==> src/rtl/posit_regime_arbiter.sv <==
// posit_regime_arbiter
//
// Two-requester round-robin arbiter in front of one shared posit regime
// decoder. The granted posit is decoded combinationally, and the result is
// captured with a requester tag in a single-entry output register.
// Port A feeds the divide/sqrt seed path. Port B feeds the general unpack path.
//
// Parameters:
//   BITS  posit width, 8..32
//   ES    exponent field width; carried for interface compatibility only,
//         because the regime does not depend on it
//
// Ports:
//   clk, rst                       clock, synchronous active-high reset
//   a_valid/a_ready/a_data         requester A handshake and posit
//   b_valid/b_ready/b_data         requester B handshake and posit
//   out_valid/out_ready            output register handshake
//   out_tag                        source of the result (0 = A, 1 = B)
//   out_data                       registered copy of the accepted posit
//   out_regime                     signed regime k, sign-extended to BITS
//   out_special                    accepted posit was zero or NaR
//   gnt_cnt_a/gnt_cnt_b            saturating grant counters
//
// Build option:
//   POSIT_ARB_STATS_EN  when defined, builds the 16-bit saturating grant
//                       counters. When undefined, both counters read 0.
module posit_regime_arbiter #(
  parameter int BITS = 32,
  parameter int ES   = 3
) (
  input  logic            clk,
  input  logic            rst,
  input  logic            a_valid,
  output logic            a_ready,
  input  logic [BITS-1:0] a_data,
  input  logic            b_valid,
  output logic            b_ready,
  input  logic [BITS-1:0] b_data,
  output logic            out_valid,
  input  logic            out_ready,
  output logic            out_tag,
  output logic [BITS-1:0] out_data,
  output logic [BITS-1:0] out_regime,
  output logic            out_special,
  output logic [15:0]     gnt_cnt_a,
  output logic [15:0]     gnt_cnt_b
);

  // Wide enough to hold a run length of up to BITS-1.
  localparam int CW = $clog2(BITS) + 1;

  logic            out_valid_reg;
  logic            out_tag_reg;
  logic [BITS-1:0] out_data_reg;
  logic [BITS-1:0] out_regime_reg;
  logic            out_special_reg;
  logic            last_reg;

  logic            space;
  logic            grant_a;
  logic            grant_b;
  logic            accept;
  logic [BITS-1:0] sel_data;
  logic            regime_bit;
  logic [CW-1:0]   run_len;
  logic [BITS-1:0] regime_k;
  logic            special;

  // ES is not used by the regime decoder.
  logic unused_cfg;
  assign unused_cfg = (ES < 0);

  // Grant decisions use only the valids and the pointer, never the data.
  // When both requesters are valid, the one that was not granted last wins.
  assign space   = !out_valid_reg || out_ready;
  assign grant_a = a_valid && (!b_valid || last_reg);
  assign grant_b = b_valid && (!a_valid || !last_reg);
  assign a_ready = grant_a && space && !rst;
  assign b_ready = grant_b && space && !rst;
  assign accept  = a_ready || b_ready;

  assign sel_data   = grant_b ? b_data : a_data;
  assign regime_bit = sel_data[BITS-2];
  assign special    = (sel_data[BITS-2:0] == '0);

  // Find the length of the run of bits equal to regime_bit, starting at
  // BITS-2. The first bit always belongs to the run. Once the run is broken,
  // the remaining bits do not contribute.
  always_comb begin
    logic running;
    running = 1'b1;
    run_len = CW'(1);
    for (int i = BITS - 3; i >= 0; i--) begin
      running = running && (sel_data[i] == regime_bit);
      run_len = run_len + CW'(running);
    end
  end

  // k = m-1 for a run of ones, and k = -m for a run of zeros.
  assign regime_k = regime_bit ? (BITS'(run_len) - BITS'(1))
                               : (BITS'(0) - BITS'(run_len));

  always_ff @(posedge clk) begin
    if (rst) begin
      out_valid_reg   <= 1'b0;
      out_tag_reg     <= 1'b0;
      out_data_reg    <= '0;
      out_regime_reg  <= '0;
      out_special_reg <= 1'b0;
      last_reg        <= 1'b1;
    end else if (accept) begin
      // This also covers a simultaneous consume: the new result replaces
      // the old one.
      out_valid_reg   <= 1'b1;
      out_tag_reg     <= b_ready;
      out_data_reg    <= sel_data;
      out_regime_reg  <= regime_k;
      out_special_reg <= special;
      last_reg        <= b_ready;
    end else if (out_ready) begin
      out_valid_reg   <= 1'b0;
    end
  end

  assign out_valid   = out_valid_reg;
  assign out_tag     = out_tag_reg;
  assign out_data    = out_data_reg;
  assign out_regime  = out_regime_reg;
  assign out_special = out_special_reg;

`ifdef POSIT_ARB_STATS_EN
  logic [15:0] cnt_a_reg;
  logic [15:0] cnt_b_reg;

  always_ff @(posedge clk) begin
    if (rst) begin
      cnt_a_reg <= '0;
      cnt_b_reg <= '0;
    end else begin
      if (a_ready && cnt_a_reg != 16'hFFFF) cnt_a_reg <= cnt_a_reg + 16'd1;
      if (b_ready && cnt_b_reg != 16'hFFFF) cnt_b_reg <= cnt_b_reg + 16'd1;
    end
  end

  assign gnt_cnt_a = cnt_a_reg;
  assign gnt_cnt_b = cnt_b_reg;
`else
  assign gnt_cnt_a = 16'd0;
  assign gnt_cnt_b = 16'd0;
`endif

endmodule

==> config.mk <==
export PLATFORM = sky130hd
export DESIGN_NAME = posit_regime_arbiter
export DESIGN_NICKNAME = d
export VERILOG_FILES = /design/src/rtl/posit_regime_arbiter.sv
export SDC_FILE = /design/constraint.sdc
export NUM_CORES = 1
export LEC_CHECK = 0
export CAP_MARGIN = 0
export CORE_MARGIN = 8
export CORE_UTILIZATION = 45
export DETAILED_ROUTE_END_ITERATION = 8
export MAX_ROUTING_LAYER = met4
export PLACE_DENSITY = 0.83
export SETUP_SLACK_MARGIN = 0.3
export SLEW_MARGIN = 40
export SYNTH_ARGS = -nofsm -noshare
export SYNTH_HDL_FRONTEND = slang
export SYNTH_SLANG_ARGS = --single-unit
==> constraint.sdc <==
create_clock -name clk -period 10.35 [get_ports clk]
set_clock_uncertainty 0.2 [all_clocks]
set_input_delay 2.07 -clock clk [delete_from_list [all_inputs] [get_ports clk]]
set_output_delay 2.07 -clock clk [all_outputs]
set_load 0.01 [all_outputs]
==> summary.md <==
| Metric | Value |
|---|---|
| Outcome | completed |
| ANT nets after route | 0 |
| Final wirelength | 14.0 mm |
| Main combinational cell family by area after synthesis | simple AND/OR/NAND/NOR gates |
| Chip width | 113 um |
| Cells after Synth | between 500 and 600 |
| Worst vdd ir | 0.0484 mV |
| Final setup vio count | 0 |
| Async S/R FF share, synth | 0 |
| Area contributors post-synth | dfxtp_1 (20%), buf_4 (11%), fa_1 (10%), nand2_1 (4.8%), nor2_1 (4.0%) |
| Reg2reg start | last_reg$_SDFFE_PP1P_ |
| Area fraction of the dominant cell type after synthesis | 0.204 |
| Post-Synth XOR/XNOR Area | 0.0577 |
| Fin crit share | 0.923 |
| GRT Total Usage | 0.220 |
| Synthesized area | 4210 um2 |
| Worst Path Max Fanout | 26 |
| FF-to-FF End | out_regime[30]$_SDFFE_PP0P_ |
| Crit path kind | primary input to flip-flop |
| Die area | ~13000 um2 |
| Clock tree sinks | between 40 and 50 |
| Synth Flop Type | dfxtp_1 |
| Latest clock arrival within the worst-skew pair | 0.30 ns |
| Reg2reg setup slack | 2.71 ns |
| Fin area | 5450 um2 |
| CTS tree | done |
| Min-Delay Path Class | flip-flop to flip-flop |
| Antenna violations before repair | 0 |
| Area Growth Syn to Fin | 29.3% |
| Compound-Gate Fraction of Synth Area | 0.147 |
| Largest net degree at the start of global routing | 72 |
| Layout cell share with drive strength beyond 1 | 0.0462 |
| Placer Congestion | 0.882 |
| EDFF count, synth | 0 |
| Slew @ Worst Pin | approximately 0.72 ns |
| Crit path DAT | ~9.6 ns |
| Port-buffer cells | 137 |
| Final Hold Fails | 0 |
| Startpoint types | primary input |
| RSZ-0062 raised after global routing | no |
| Pleak | 2.16 nW |
| Synthesized area per cell | 7.96 um2 |
| Ys Warns | 0 |
| Initial Utilization | 0.460 |
| Std cell rows | 35 |
| Dpl cells | 731 |
| Slew HR | 0.521 |
| Adder and majority cell fraction of the synthesized area | 0.131 |
| Die Ht | 113 um |
| CP Capture Type | flip-flop |
| Initial DRC Count | 313 |
| Hold path startpoint | out_special$_SDFFE_PP0P_ |
| Total negative setup slack | 0 ns |
| Fmax | approximately 100 MHz |
| Reg clk slew, reported paths | ~0.10 ns |
| Post-synthesis mux area share | 0.0517 |
| Cts repair resizes | 0 |
| Number of global-route vias before repair | 4106 |
| Vias per cell | around 5.6 |
| Most frequent cell after synthesis | buf_4 |
| Hold Path Sink | out_special$_SDFFE_PP0P_ |
| Root Driver | clkbuf_8 |
| Final hold slack | 0.264 ns |
| ANT cells | 0 |
| Boundary Pins | 170 |
| Critical Path RT | 10.40 ns |
| Fin cells | 739 |
| First-pass GRT wire length | around 22 mm |
| Multi-input logic area | between 2000 and 3000 um2 |
| DR vias | 4139 |
| List of most frequent post-synthesis cells | buf_4 (59), nand2_1 (54), nor2_1 (45) |
| Global route overflow | 0 |
| Max Cap Violations | 0 |
| Pwr Density | 114 nW/um2 |
| DRC | 0 |
| Reg2reg path depth | 21 |
| CTS Hold Bufs | 0 |
| Hold depth | 2 |
| Cell variety after synth | 60 |
| Detailed-placement wirelength estimate | 11.2 mm |
| Storage cell area | 861 um2 |
| Fill cell count | 850 |
| Count of nets after finishing | 727 |
| Cell taking the most area after synthesis | dfxtp_1 |
| Max reg flops | 32 |
| Clk buf depth | 2 |
| Number of H-tree levels | 2 |
| Placed Area | 5350 um2 |
| Sequential share of the synthesized area | 0.204 |
| Synth Area in Simple Gates | 0.248 |
| Wire per inst | 19.0 um |
| Final Slew Violations | 0 |
| Core area | 9150 um2 |
| Fin crit period | ~9.6 ns |
| #FFs+latches synth | 43 |
| Setup Buffers After CTS | 0 |
| CTS buffer count | 5 |
| TritonRoute pass-1 iters | 5 |
stage by stage:
step	worst slack, ns	util	total power (W)
after global routing	0.391	0.595	0.000658
after CTS	0.812	0.595	0.000625
after floorplan	1.66	-	0.000396
final	0.796	0.595	0.000622
after global placement	0.691	0.585	0.000501
after detailed placement	0.491	0.585	0.000508
critical path, stage by stage:
cell and delay (ns):
clkdlybuf4s50_1 0.59, a21bo_2 0.51, buf_4 0.42, mux2i_1 0.30, xor2_1 0.10, a2111oi_0 0.58
fa_1 0.52, inv_1 0.07, fa_1 0.42, fa_1 0.47, fa_1 0.52, inv_1 0.05
fa_1 0.49, inv_1 0.05, fa_1 0.47, inv_1 0.05, fa_1 0.42, fa_1 0.43
xnor2_1 0.28, o211ai_1 0.20, or4b_1 0.49, nand3_1 0.09
worst max path at each step:
| stage | start | endpoint | cells past startpoint |
|---|---|---|---|
| after global routing | a_valid | out_regime[30]$_SDFFE_PP0P_ | 22 |
| after CTS | a_valid | out_regime[30]$_SDFFE_PP0P_ | 22 |
| after global placement | a_valid | out_regime[30]$_SDFFE_PP0P_ | 22 |
| final | a_valid | out_regime[30]$_SDFFE_PP0P_ | 22 |
| after detailed placement | a_valid | out_regime[30]$_SDFFE_PP0P_ | 22 |
| after floorplan | b_valid | out_regime[30]$_SDFFE_PP0P_ | 22 |
metal layers:
metal	vias up	routed length (um)	GRT usage
li1	1970	-	-
met2	165	6900	0.378
met1	1979	6030	0.266
met4	0	338	0.0737
met3	25	755	0.0213
met5	-	0	-
cells in the final DEF, fill, tap and decap left out, drive strengths merged, types with 3 or more instances in the layout:
cell type / netlist / routed
a211oi: 18 / 18
a21o: 3 / 3
a21oi: 16 / 16
a311oi: 16 / 16
and3: 8 / 8
buf: 68 / 8
clkbuf: 17 / 5
clkdlybuf4s50: 0 / 137
conb: 1 / 32
dfxtp: 43 / 43
fa: 22 / 22
ha: 9 / 9
inv: 32 / 33
mux2i: 16 / 16
nand2: 54 / 54
nand2b: 5 / 5
nand3: 33 / 33
nand3b: 4 / 4
nor2: 45 / 45
nor3: 13 / 13
nor3b: 4 / 4
nor4: 9 / 9
o2111ai: 3 / 3
o211ai: 3 / 3
o21ai: 5 / 5
o22ai: 4 / 4
or3: 14 / 14
or4: 9 / 9
xnor2: 16 / 16
xor2: 9 / 9
kinds of logic after synthesis:
family                   Yosys count
XOR/XNOR                          26
flip-flops                        43
multiplexers                      19
buffers and inverters            117
AO/OA/AOI/OAI                     83
other                              1
AND/OR/NAND/NOR                  209
adder cells (fa/ha/maj)           31
power by group:
group	leakage, nW	internal (W)	switching [W]	total [W]
Combinational	1.76	0.000157	0.000148	0.000305
Sequential	0.356	0.000184	0.0000157	0.000199
Clock	0.0408	0.0000484	0.0000689	0.000117
Total	2.16	0.000389	0.000233	0.000622
cell type report:
class	instances	area share
clock buffer	5	0.0126
clock inverter	3	0.00437
multi-input combinational	400	0.514
sequential	43	0.158
tap	111	0.0255
inverter	32	0.0221
timing repair buffer	145	0.263
Note: power is estimated with default switching activity, not from simulation.
